===== src/rtl/mux_arb_nt1.sv =====
// N-to-1 valid/ready mux with fixed-select and round-robin modes and a one-entry output register.
// Define MUX_PKT_LOCK_EN to add in_last/out_last and hold the round-robin grant for a whole packet.
module mux_arb_nt1 #(
  parameter int WIDTH = 64,
  parameter int SELW  = 2
) (
  input  logic                          clk,
  input  logic                          rst_n,
  input  logic                          mode,
  input  logic [SELW-1:0]               sel,
  input  logic [(2**SELW)*WIDTH-1:0]    in_data,
  input  logic [(2**SELW)-1:0]          in_valid,
  output logic [(2**SELW)-1:0]          in_ready,
`ifdef MUX_PKT_LOCK_EN
  input  logic [(2**SELW)-1:0]          in_last,
  output logic                          out_last,
`endif
  output logic [WIDTH-1:0]              out_data,
  output logic [SELW-1:0]               out_ch,
  output logic                          out_valid,
  input  logic                          out_ready
);

  localparam int NCH = 2**SELW;

  logic [SELW-1:0] ptr;
  logic [SELW-1:0] rr_grant;
  logic            rr_hit;
  logic [SELW-1:0] idx;
  logic [SELW-1:0] grant;
  logic            have_grant;
  logic            can_acc;
  logic            xfer;

`ifdef MUX_PKT_LOCK_EN
  typedef enum logic {FREE, LOCKED} lock_e;
  lock_e           lock_state;
  logic [SELW-1:0] lock_ch;
`endif

  assign can_acc = !out_valid || out_ready;

  // Search starts at ptr; the SELW-bit sum wraps modulo NCH on its own.
  always_comb begin
    rr_grant = ptr;
    rr_hit   = 1'b0;
    idx      = '0;
    for (int unsigned i = 0; i < NCH; i++) begin
      idx = ptr + SELW'(i);
      if (!rr_hit && in_valid[idx]) begin
        rr_grant = idx;
        rr_hit   = 1'b1;
      end
    end
  end

  always_comb begin
    grant      = sel;
    have_grant = 1'b1;
    if (mode) begin
`ifdef MUX_PKT_LOCK_EN
      if (lock_state == LOCKED) begin
        grant      = lock_ch;
        have_grant = 1'b1;
      end else begin
        grant      = rr_grant;
        have_grant = rr_hit;
      end
`else
      grant      = rr_grant;
      have_grant = rr_hit;
`endif
    end
  end

  always_comb begin
    in_ready = '0;
    if (rst_n && have_grant && can_acc)
      in_ready[grant] = 1'b1;
  end

  assign xfer = in_valid[grant] && in_ready[grant];

  always_ff @(posedge clk or negedge rst_n) begin
    if (!rst_n) begin
      out_data   <= '0;
      out_ch     <= '0;
      out_valid  <= 1'b0;
      ptr        <= '0;
`ifdef MUX_PKT_LOCK_EN
      out_last   <= 1'b0;
      lock_state <= FREE;
      lock_ch    <= '0;
`endif
    end else begin
      if (xfer) begin
        out_data  <= in_data[int'(grant)*WIDTH +: WIDTH];
        out_ch    <= grant;
        out_valid <= 1'b1;
`ifdef MUX_PKT_LOCK_EN
        out_last  <= in_last[grant];
`endif
      end else if (out_ready) begin
        out_valid <= 1'b0;
      end

`ifdef MUX_PKT_LOCK_EN
      // The pointer moves past a channel only when its packet ends.
      if (!mode) begin
        lock_state <= FREE;
      end else if (xfer) begin
        if (in_last[grant]) begin
          lock_state <= FREE;
          ptr        <= grant + SELW'(1);
        end else begin
          lock_state <= LOCKED;
          lock_ch    <= grant;
        end
      end
`else
      if (mode && xfer)
        ptr <= grant + SELW'(1);
`endif
    end
  end

endmodule


===== config.mk =====
export PLATFORM = sky130hd
export DESIGN_NAME = mux_arb_nt1
export DESIGN_NICKNAME = d
export VERILOG_FILES = /design/src/rtl/mux_arb_nt1.sv
export SDC_FILE = /design/constraint.sdc
export NUM_CORES = 1
export LEC_CHECK = 0
export ABC_AREA = 1
export CAP_MARGIN = 20
export CORE_AREA = 2 2 130 132
export CTS_CLUSTER_DIAMETER = 30
export DETAILED_ROUTE_END_ITERATION = 6
export DIE_AREA = 0 0 132 134
export GPL_TIMING_DRIVEN = 0
export PLACE_DENSITY_LB_ADDON = 0.05
export SYNTH_ARGS = -nofsm -noshare
export SYNTH_HDL_FRONTEND = slang
export SYNTH_SLANG_ARGS = --single-unit
export TNS_END_PERCENT = 30

===== constraint.sdc =====
create_clock -name clk -period 2.65 [get_ports clk]
set_input_delay 0.53 -clock clk [delete_from_list [all_inputs] [get_ports clk]]
set_output_delay 0.53 -clock clk [all_outputs]
set_load 0.03 [all_outputs]

==> results.ini, run 1 <==
[global_route]
antenna_found_initial = 0
grt_max_degree = 69
grt_usage = 0.284
grt_pass1_wl_um = 39900
grt_pass1_vias = 7424
grt_remaining_overflow = 0

[power]
p_total_uw = 10900
pwr_density_cell_nw_per_um2 = 1090
p_leak_uw = 0.00484
vdd_drop_max_mv = 0.545

[hold_path]
hold_path_class = primary input to async pin

[final_layout]
diodes = 0
instances_no_fill = 1499
layout-drive-gt1-share = 0.127
area_growth_pct = 83.9
final_common_cell = nand2_1
final_cell_mix = 425 x nand2_1, 326 x clkdlybuf4s50_1, 268 x nand3_1
nNetsFinal = 1540

[clock_tree]
cts_sinks = 69
cts_tree = built
clockRootBuffer = clkbuf_16
cts_buffer_depth = 2
numCtsBuffers = 9
htreeDepth = 3
insertion_delay_ns = 0.33
clkTransAtPathRegs_ns = 0.06

[yosys]
yosys_warnings = 0
syn_inst = 901
netlist-cell-type-count = 18
syn_nets = 1167
syn-cell-area_um2 = 5390
synth_area_leader_cell = dfrtp_1
synth.top_cells.by_area = dfrtp_1 32%, nand2_1 31%, nand3_1 26%
synthDominantCellAreaShare = 0.320
avgSynthCellArea_um2 = 5.99
ys_seq_elements = 69
ys_seq_area_frac = 0.320

[setup_path]
crit_cells = 14
r2r_start = ptr[0]$_DFFE_PN0P_
cp-end-kind = output pin
arrival_ns = 2.50
critPathTopFamily = simple AND/OR/NAND/NOR gates
reg2reg_slack_ns = -0.04
rr_endpoint = out_data[26]$_DFFE_PN0P_
worst_ep_required_time_ns = 2.12
ff2ff_path_depth = 17
cp_slowest_cell = dfrtp_2
worstPathMaxFanout = 8
worst-path-buf-inv = 4
crit_path_start_kind = flip-flop
path_cells = inv_2, buf_6, nand2_2, nand2_4, nand2_2, nand2_2, nand4_1, nand2_1, nand3_2, nand2_4, buf_8, nand2_1, nor2_1, buf_4
cp_common_cell = nand2_2
crit_path_start = ptr[0]$_DFFE_PN0P_
cp-endpoint = in_ready[2]
slowest_delay_ns = 0.45
path_class = flip-flop to output pin

[die]
dieHeight_um = 134
initial_core_util = 0.331
die_w_um = 132
core_um2 = 16300
rows = 47
pin_count = 337
dieArea_um2 = 17700

[timing]
finalSetupViolCount = 13
period_minus_slack_ns = 3.03
fin_setup_tns_ns = -1.54
rsz0062_at_grt = yes
slew_violations = 0
whs_ns = 0.204
finalClockSkew_ns = 0.00773
max_slew.worst_pin.slew_ns = 0.513
fmaxAchievable_mhz = 330
slew_headroom = 0.658
fin_ws_ns = -0.385
hold_viol = 0
fin_crit_sh = 1.15

[detailed_routing]
drtAntennaViolNets = 0
drt_iter0_drc = 435
wl_per_cell_um = 17.1
drc = 0
wl_um = 25600
drt-pass1-iter-count = 5
vias = 7464
avgViaCountPerCell = 4.98

[placed_design]
gp_congestion = 0.961
dp_cells = 1457
port_buffers = 335
dpl.hpwl_um = 19200

[status]
status = finished, violations left
violations = negative setup slack

[flow_run]
drv_cap = 0

==> worst min path at each step <==
stage | to | startpoint | cells past startpoint
2_1_floorplan | out_ch[0]$_DFFE_PN0P_ | rst_n | 0
3_3_place_gp | out_data[31]$_DFFE_PN0P_ | out_data[31]$_DFFE_PN0P_ | 2
3_5_place_dp | out_data[54]$_DFFE_PN0P_ | rst_n | 1
4_1_cts | out_data[56]$_DFFE_PN0P_ | rst_n | 2
5_1_grt | out_data[57]$_DFFE_PN0P_ | rst_n | 2
6_report | out_data[56]$_DFFE_PN0P_ | rst_n | 2
==> worst register-to-register path, cell delays in order (launching register included) <==
cell and delay, ns:
dfrtp_2 0.45, inv_2 0.09, buf_6 0.13, nand2_2 0.07, nand2_4 0.08, nand2_2 0.07
nand2_2 0.09, nand4_1 0.25, nand2_1 0.18, nand3_2 0.14, nand2_4 0.15, buf_12 0.12
buf_4 0.22, buf_6 0.19, nand3_1 0.09, nand3_1 0.15, nand3_1 0.08, nand2_1 0.09
==> layout make-up <==
class | instances | area [um2]
fill | 1584 | 6370
timing repair buffer | 362 | 3570
multi-input combinational | 746 | 3350
sequential | 69 | 1730
buffer | 73 | 624
tap | 220 | 275
clock buffer | 12 | 267
inverter | 13 | 53.8
clock inverter | 4 | 45.0
==> layer usage <==
layer	track usage	part of all wire	vias to the layer above	wire, um
met5	0	0	-	0
met4	0.0942	0.029	0	750
met3	0.0639	0.069	49	1770
met2	0.494	0.49	324	12500
met1	0.349	0.41	3413	10600
li1	-	-	3678	-
==> metrics by stage <==
stage | setup slack, ns | utilization | cell area (um2)
after floorplan | -0.0348 | - | 5400
after global placement | -3.62 | 0.554 | 9030
after detailed placement | -1.49 | 0.556 | 9060
after CTS | -0.255 | 0.595 | 9690
after global routing | -0.474 | 0.609 | 9920
final | -0.385 | 0.609 | 9920
==> timing repair <==
action / 4_1_cts / 5_1_grt
hold buffers: 1 / 0
endpoints found under the setup margin: 62 / 73
setup buffers: 18 / 7
endpoints found under the hold margin: 2 / 0
pin swaps: 18 / 18
cloned: 0 / 0
gates resized for setup: 83 / 68
==> power breakdown <==
part           switching (uW)  leakage, uW  internal (uW)  total, uW
Combinational            4730      0.00380           3090       7820
Clock                     452     0.000158            801       1250
Sequential                265     0.000878           1520       1780
Total                    5450      0.00484           5410      10900
==> synth_stat cells <==
master and instances:
nand3_1 275, buf_6 4, nor3_1 2, buf_4 11
clkbuf_1 11, nand2_2 6, buf_2 47, nor2_1 4
or2_2 1, nand2_1 444, nor2_4 1, nand4_1 7
o21ai_1 3, nand2_4 2, nor3_2 1, inv_1 9
inv_2 4, dfrtp_1 69
==> state kept, by name, indices dropped and copies added, names as in the netlist <==
signal and count:
out_ch 2, out_data 64, out_valid 1, ptr 2
==> logic make-up (layout without fill, tap and decap cells) <==
kind of cell	after synthesis	in the layout	synth area share
simple gates	743	743	0.593
buf+inv	86	464	0.0840
flops	69	69	0.320
compound gates	3	3	0.00278
(Power assumes the default switching activity.)
==> run 2, diff against run 1 <==
--- a/config.mk
+++ b/config.mk
@@ -12,6 +12,7 @@
 export DETAILED_ROUTE_END_ITERATION = 6
 export DIE_AREA = 0 0 132 134
 export GPL_TIMING_DRIVEN = 0
+export HOLD_SLACK_MARGIN = 0.03
 export PLACE_DENSITY_LB_ADDON = 0.05
 export SYNTH_ARGS = -nofsm -noshare
 export SYNTH_HDL_FRONTEND = slang
==> constraint.sdc (replaced) <==
create_clock -name clk -period 3.3 [get_ports clk]
set_input_delay 0.66 -clock clk [delete_from_list [all_inputs] [get_ports clk]]
set_output_delay 0.66 -clock clk [all_outputs]
set_load 0.03 [all_outputs]
==> results.ini, run 2 (synthesis gave the netlist of run 1 again) <==
[setup_path]
cp_slowest_cell = dlygate4sd2_1  ; was dfrtp_2
cp_common_cell = nand2_1  ; was nand2_2
path_class = primary input to output pin  ; was flip-flop to output pin
path_cells = dlygate4sd2_1, nand2_1, nand2_1, nand2_2, nand2_4, nor2_4, nand2_1, nand3_1, nand3_1, nand2_2, nand2_4, buf_4, nor3_2, buf_4  ; was inv_2, buf_6, nand2_2, nand2_4, nand2_2, nand2_2, nand4_1, nand2_1, nand3_2, nand2_4, buf_8, nand2_1, nor2_1, buf_4
slowest_delay_ns = 0.30  ; was 0.45 ns
arrival_ns = 2.50  ; about the same
crit_path_start_kind = primary input  ; was flip-flop
cp-end-kind = output pin  ; unchanged
worstPathMaxFanout = 19  ; was 8
worst_ep_required_time_ns = 2.64  ; was 2.12 ns

[die]
dieArea_um2 = 17700  ; unchanged
dieHeight_um = 134  ; unchanged
core_um2 = 16300  ; unchanged
die_w_um = 132  ; unchanged
pin_count = 337  ; unchanged
rows = 47  ; unchanged
initial_core_util = 0.331  ; unchanged

[timing]
rsz0062_at_grt = yes  ; unchanged
fin_crit_sh = 0.957
fin_setup_tns_ns = 0  ; was -1.54 ns
slew_violations = 0  ; unchanged
fmaxAchievable_mhz = 317
finalSetupViolCount = 0  ; was 13
finalClockSkew_ns = 0.0117  ; was 0.00773 ns
max_slew.worst_pin.slew_ns = 0.532  ; was 0.513 ns
hold_viol = 0  ; unchanged
period_minus_slack_ns = 3.16
slew_headroom = 0.646  ; was 0.658

[clock_tree]
clockRootBuffer = clkbuf_16  ; unchanged
cts_hold_buf = 0  ; was 1
cts_buffer_depth = 2  ; unchanged
cts_sinks = 69  ; unchanged
cts_tree = built  ; unchanged
htreeDepth = 3  ; unchanged
numCtsBuffers = 9  ; unchanged
clkTransAtPathRegs_ns = 0.05  ; was 0.06 ns
insertion_delay_ns = 0.33  ; about the same

[final_layout]
area_growth_pct = 74.0  ; was 83.9%
nNetsFinal = 1514  ; was 1540
diodes = 0  ; unchanged
final_common_cell = nand2_1  ; unchanged
largest_register_ffs = 64  ; unchanged
top_regs = out_data (64), out_ch (2), ptr (2)  ; unchanged
layout-drive-gt1-share = 0.0847  ; was 0.127
fin_area_um2 = 9380  ; was 9920 um2
final_cell_mix = 440 x nand2_1, 326 x clkdlybuf4s50_1, 275 x nand3_1  ; was 425 x nand2_1, 326 x clkdlybuf4s50_1, 268 x nand3_1
top_register = out_data  ; unchanged
nFillCells = 1625  ; was 1584

[detailed_routing]
avgViaCountPerCell = 4.93  ; was 4.98
drt_iter0_drc = 423  ; was 435
drtAntennaViolNets = 0  ; unchanged
drc = 0  ; unchanged
wl_um = 24600  ; was 25600 um
wl_per_cell_um = 16.7  ; was 17.1 um
vias = 7259  ; was 7464
drt-pass1-iter-count = 5  ; unchanged

[power]
vdd_drop_max_mv = 0.422  ; was 0.545 mV
pwr_density_cell_nw_per_um2 = 851  ; was 1090 nW/um2
p_leak_uw = 0.00458  ; was 0.00484 uW
p_total_uw = 7980  ; was 10900 uW

[placed_design]
place_area_um2 = 9050  ; was 9060 um2
gp_congestion = 0.916  ; was 0.961
port_buffers = 335  ; unchanged
dpl.hpwl_um = 19200  ; about the same

[global_route]
grt_pass1_wl_um = 38800  ; was 39900 um
grt_usage = 0.277  ; was 0.284
grt_pass1_vias = 7368  ; was 7424
grt_remaining_overflow = 0  ; unchanged
grt_max_degree = 69  ; unchanged
antenna_found_initial = 0  ; unchanged

[status]
status = complete, no violations  ; was finished, violations left

[flow_run]
drv_cap = 0  ; unchanged

[hold_path]
hold_path_class = primary input to async pin  ; unchanged

## run 2: cell count changes in the layout (fill, tap and decap cells not counted), moves of 4 or more
cell      before  now
nand2_4        8    3
nand3_2        7    0
clkbuf_4       9    3
buf_4         38   17
buf_12         4    0
buf_6         13    8
nand3_1      268  275
buf_8          8    0
nand2_1      425  440
clkbuf_1       5   11
nand2_2       19    9
buf_2         22   41
## run 2: worst paths after layout
kind | start | endpoint | slack, ns | cells after the start
max in group asynchronous | rst_n | ptr[1]$_DFFE_PN0P_ | 2.62 | 2
worst min-delay path | rst_n | out_data[40]$_DFFE_PN0P_ | 0.13 | 1
worst min register to register | out_data[53]$_DFFE_PN0P_ | out_data[53]$_DFFE_PN0P_ | 0.48 | 2
worst max-delay path | in_valid[1] | in_ready[0] | 0.14 | 14
min in group clk | out_data[53]$_DFFE_PN0P_ | out_data[53]$_DFFE_PN0P_ | 0.48 | 2
worst max register to register | ptr[0]$_DFFE_PN0P_ | out_data[37]$_DFFE_PN0P_ | 0.58 | 20
## run 2: where the power goes
part | internal, uW | switching (uW)
Sequential | 1220 | 216
Clock | 597 | 357
Combinational | 2050 | 3550
Total | 3860 | 4120
## run 2: routing by layer
metal | vias to the layer above | GRT usage | routed length [um]
met4 | 0 | 0.0894 | 615
met5 | - | 0 | 0
met2 | 309 | 0.480 | 11800
met1 | 3288 | 0.336 | 10200
met3 | 43 | 0.0748 | 2020
li1 | 3619 | - | -
## run 2: layout make-up
type / instances / area, um2 / share of cell area
repair buffers: 340 / 3390 / 0.361
multi-input cells: 746 / 3250 / 0.346
flip-flops and latches: 69 / 1730 / 0.184
plain buffers: 69 / 414 / 0.0441
well taps: 220 / 275 / 0.0293
clock buffers: 12 / 246 / 0.0263
inverters: 13 / 51.3 / 0.00547
clock inverters: 2 / 35.0 / 0.00373
## run 2: metrics by stage
stage / worst slack (ns) / instances / hold slack [ns] / utilization
finish: 0.143 / 1471 / 0.130 / 0.576
global route: -0.0195 / 1471 / 0.117 / 0.576
CTS: -0.0102 / 1470 / 0.119 / 0.574
detailed placement: -1.15 / 1457 / 0.464 / 0.555
global placement: -3.28 / 1456 / 0.461 / 0.554
floorplan: 0.186 / 901 / 0.364 / -
## run 2: critical path, delay by kind of cell
family / cells / cell delay [ns]
buf+inv: 3 / 0.71
simple gates: 11 / 1.12
## run 2: timing repair
item                                   in CTS  in global routing
endpoints found under the hold margin       0                  0
pin swaps                                   1                  4
resized for setup                          36                 20
gates cloned                                0                  0
setup buffers                               1                  3
setup endpoints to repair                   4                  4
==> RTL edit 1, RTL diff (config.mk and constraints of run 2) <==
Reset style: synchronous (`rst_n`), changed in one clocked block.
--- a/src/rtl/mux_arb_nt1.sv
+++ b/src/rtl/mux_arb_nt1.sv
@@ -82,5 +82,5 @@
   assign xfer = in_valid[grant] && in_ready[grant];
 
-  always_ff @(posedge clk or negedge rst_n) begin
+  always_ff @(posedge clk) begin
     if (!rst_n) begin
       out_data   <= '0;
Behaviour: differs if rst_n is asserted again (counterexample within 4 cycles, from zero or initial values and one cycle with rst_n low); with rst_n held inactive, the same outputs for 10 cycles.
==> RTL edit 1 against run 2 <==
  * Wire length fell by 5.2%
  * Global-route usage fell by 1.9 points
  * Worst setup slack got worse by 0.0020 ns
  * Critical path type unchanged
  * Largest cell class unchanged
  * Cell area fell by 2.5%
  * Sequential cell count did not move
  * Synthesized area fell by 3.4%
  * Utilization fell by 1.4 points
Power is not compared: it rests on default switching activity, and its combinational part moved more than twofold at a synthesized area within 25%.
==> RTL edit 1: results (changes against run 2) <==
[outcome]
status = finished, final reports clean

[global_route]
grt_max_degree = 24  ; -65%
track_usage_pct = 25.8  ; -1.9 points
grt_pass1_wl_um = 36000  ; -7.3%

[setup_path]
rr_startpoint = ptr[0]
crit_start = in_valid[0]
crit_path_max_fanout = 10  ; -9

[route]
drtPass1Iterations = 4  ; -1
postRouteWirelength_um = 23300  ; -5.2%
dr.first_iter.drc_count = 307  ; -27%

[logic_synthesis]
ys_top_cells_by_count = nand2_1, a21oi_1, inv_1
synth_flop_cell = dfxtp_1
synth_nets = 1228  ; +5.2%
synthArstFlopShare_pct = 0  ; -100 points
yosysSeqAreaShare_pct = 26.5  ; -5.5 points
synth_compound_area_share_pct = 13.1  ; +13 points
synthMuxAreaShare_pct = 0  ; unchanged
netlist_top_cells_area = nand2_1, dfxtp_1, a21oi_1, inv_1, nor3_1
synth_cell_types = 21  ; +3

[min_path]
hold_path.startpoint = out_ch[0]
min-delay-path-class = register to register

[layout]
fillers = 1719  ; +5.8%
fin_nets = 1572  ; +3.8%
drive_gt1_share_pct = 6.65  ; -1.8 points

[place]
dpl_cell_area_um2 = 8840  ; -2.3%
hpwl_um = 18500  ; -3.6%

[sta]
fin_worst_skew_ns = 0.00357  ; -0.00812 ns

-- RTL edit 1: changes by cell type after synthesis, sizes merged, moves of 8 or more --
cell	run 2	this run
nand3	275	20
a21oi	0	134
dfrtp	69	0
dfxtp	0	69
inv	13	79
nor2	5	71
nor3	3	67
buf	62	47
clkbuf	11	19
-- RTL edit 1: path summary, 6_finish.rpt --
path | slack [ns] | depth (start not counted) | end
worst max-delay path | 0.14 | 14 | in_ready[0]
worst max register to register | 0.47 | 16 | out_data[27]
worst min-delay path | 0.47 | 2 | out_ch[0]
worst min register to register | 0.47 | 2 | out_ch[0]
-- RTL edit 1: per-stage QoR --
stage / instances / worst slack [ns] / power (mW) / hold WS [ns] / util, %
finish: 1528 / 0.141 / 4.09 / 0.475 / 56.2
detailed placement: 1517 / -1.15 / 3.18 / 0.460 / 54.3
global route: 1528 / 0.0103 / 4.37 / 0.504 / 56.2
CTS: 1528 / 0.0847 / 4.12 / 0.475 / 56.1
floorplan: 962 / 0.137 / 2.26 / 0.585 / -
global placement: 1517 / -1.15 / 3.17 / 0.455 / 54.3
-- RTL edit 1: report_power, final --
group          internal, mW  switching [mW]
logic                 0.895            1.27
clock network         0.557           0.344
registers             0.965          0.0640
total                  2.42            1.67
-- RTL edit 1: critical path, cell delays in order --
cell and delay, ns:
clkdlybuf4s15_1 0.28, nand2_1 0.12, nand2_1 0.09, nand2_1 0.09
nand2_2 0.10, nor2_4 0.16, nand2_1 0.07, nand3_1 0.08
nand3_2 0.10, a21oi_4 0.19, buf_6 0.17, nand2_1 0.08
nor2_1 0.10, buf_2 0.20
-- RTL edit 1: logic make-up after synthesis --
kind of cell	count (synthesis)
AOI/OAI and AO/OA	135
buffers and inverters	145
DFF	69
and+or+nand+nor	613
-- RTL edit 1: area by class of cell --
class                           instances  area [um^2]  share of cell area (%)
Buffer                                 63          360                    3.94
Clock buffer                           12          267                    2.91
Clock inverter                          1         7.51                  0.0821
Inverter                               79          304                    3.32
Multi-Input combinational cell        748         3210                    35.1
Sequential cell                        69         1380                    15.1
Tap cell                              220          275                    3.01
Timing Repair Buffer                  336         3340                    36.5
-- RTL edit 1: per-layer routing --
layer  track usage (%)  share of wire (%)  wire length, um
met5                 0              0.047               11
met4              11.3                3.6              843
met3              5.97                7.0             1630
met2              44.7                 47            10900
met1              30.5                 43             9910
-- RTL edit 1: what timing repair did --
item | CTS | global route
endpoints found under the setup margin | 4 | 4
gates resized for setup | 43 | 6
pin swaps | 1 | 1
buffers inserted | 1 | 0
==> RTL edit 2, RTL diff (flow settings as in run 2) <==
Made on the original files. Add a define of `MUX_PKT_LOCK_EN`.
--- a/src/rtl/mux_arb_nt1.sv
+++ b/src/rtl/mux_arb_nt1.sv
@@ -1,4 +1,6 @@
 // N-to-1 valid/ready mux with fixed-select and round-robin modes and a one-entry output register.
 // Define MUX_PKT_LOCK_EN to add in_last/out_last and hold the round-robin grant for a whole packet.
+`define MUX_PKT_LOCK_EN
+
 module mux_arb_nt1 #(
   parameter int WIDTH = 64,
Ports: changed (added in_last and out_last); port bits go from 337 to 342. The function was not compared with the original's and may differ.
==> RTL edit 2 against run 2 <==
  * First-iteration DRC count up 33%
  * Critical path depth up 1
  * Worst setup slack worse by 0.040 ns
  * Synthesized cell count down 11%
  * Count of clock-buffer cells in the layout up 2
  * Worst hold slack better by 0.17 ns
  * Sequential cell count up 4
  * Highest routed layer unchanged
  * Clock power up 4.2%
  * Cell area up 2.7%
  * Wire length up 11%
  * Global-route usage up 1.7 points
  * Total power up 13%
  * Synthesized area down 1.8%
  * Clock skew down 0.0056 ns
==> RTL edit 2: results (changes against run 2) <==
[route]
vias = 7385  ; +1.7%
avgRoutedWirePerCell_um = 19.4  ; +16%
dr.first_iter.drc_count = 563  ; +33%
vias_per_cell = 5.28  ; +6.9%
drtPass1Iterations = 5  ; unchanged

[place]
portBuffers = 340  ; +1.5%
place_ws_ns = -1.27  ; -0.114 ns
hpwl_um = 20200  ; +5.7%
place_congestion = 0.885  ; -3.4%

[global_route]
grt_max_degree = 40  ; -42%
grt_pass1_vias = 7228  ; -1.9%
antenna_found_initial = 2  ; +2
track_usage_pct = 29.4  ; +1.7 points

[setup_path]
r2r_setup_slack_ns = 0.50  ; -0.08 ns
crit_path_max_fanout = 10  ; -9
cpPeakStageDelay_ns = 0.47  ; +0.17 ns
r2r_end = out_data[24]
reg2reg_depth = 18  ; -10%
slowest_stage = dfrtp_2
endpoint = in_ready[2]
start_kind = register
cp_data_arrival_time_ns = 2.54  ; +0.04 ns

[logic_synthesis]
netlist_top_cells_area = dfrtp_1, nand3_1, nand2_1, nand4_1, buf_2
yosysMostFrequentCell = nand3_1
yosysSeqAreaShare_pct = 34.5  ; +2.5 points
ys_top_cells_by_count = nand3_1, nand2_1, dfrtp_1
synthCells = 802  ; -11%
synth_cell_types = 23  ; +5

[clock_network]
cts_setup_buffers = 4  ; +3
cts-resized-gates = 56  ; +56%
h-tree-depth = 3  ; unchanged

[power]
p_comb_share_pct = 71.8  ; +1.7 points
intPower_mw = 4.37  ; +13%
leakagePower_nw = 4.27  ; -6.8%
ir_drop_uv = 398  ; -5.7%
p_clk_mw = 0.994  ; +4.2%
p_clk_share_pct = 11.1  ; -0.8 points

[sta]
period_share_pct = 96.9  ; +1.2 points
tightest_slew_ns = 0.734  ; +0.203 ns
fin_worst_skew_ns = 0.00614  ; -0.00555 ns

[layout]
drive_gt1_share_pct = 11.9  ; +3.5 points
fillers = 1649  ; +1.5%
fin_nets = 1445  ; -4.6%

[outcome]
status = finished, final reports clean

-- RTL edit 2: cell types whose count changed after synthesis, sizes merged --
cell	change
inv	+3
dfrtp	+4
a21oi	+3
clkinv	+1
nand2	-185
nor2	+4
buf	-6
clkbuf	+8
nor4	+1
o21ai	+3
nand4	+60
nand3	+5
-- RTL edit 2: final cells by class --
type                    count  area (um^2)  area share [%]
well taps                 220          275            2.86
plain buffers              72          488            5.07
clock inverters             2         37.5           0.390
multi-input cells         637         3090            32.0
inverters                  17         76.3           0.792
repair buffers            365         3590            37.2
flip-flops and latches     73         1830            19.0
clock buffers              14          254            2.64
-- RTL edit 2: worst register-to-register path: stages, from the launching register on --
cell      delay [ns]
dfrtp_2         0.47
clkinv_4        0.11
buf_4           0.16
buf_4           0.13
nand2_1         0.05
nand2_1         0.05
nand2_1         0.07
nand2_1         0.05
nand3_1         0.06
nand3_1         0.07
nand3_1         0.09
nand3_2         0.11
a21oi_4         0.24
buf_4           0.22
clkbuf_1        0.45
nand3_1         0.16
nand4_1         0.14
nand2_1         0.06
nand2_1         0.05
-- RTL edit 2: layer usage --
metal	global-route usage, %	vias up	part of all wire [%]
met5	0	-	0
met1	35.7	3475	40
met3	7.90	49	8.6
met4	10.0	0	2.9
li1	-	3508	-
met2	50.6	353	49
-- RTL edit 2: metrics by stage --
stage          hold WS (ns)  util (%)
5_1_grt               0.329      59.1
3_3_place_gp          0.462      55.1
2_1_floorplan         0.364         -
6_report              0.302      59.1
3_5_place_dp          0.464      55.2
4_1_cts               0.316      57.5
-- RTL edit 2: kinds of logic after synthesis --
logic type / Yosys count / synth area share [%]
AND/OR/NAND/NOR: 628 / 55.6
buffers and inverters: 92 / 8.88
AO/OA/AOI/OAI: 9 / 1.06
flip-flops: 73 / 34.5
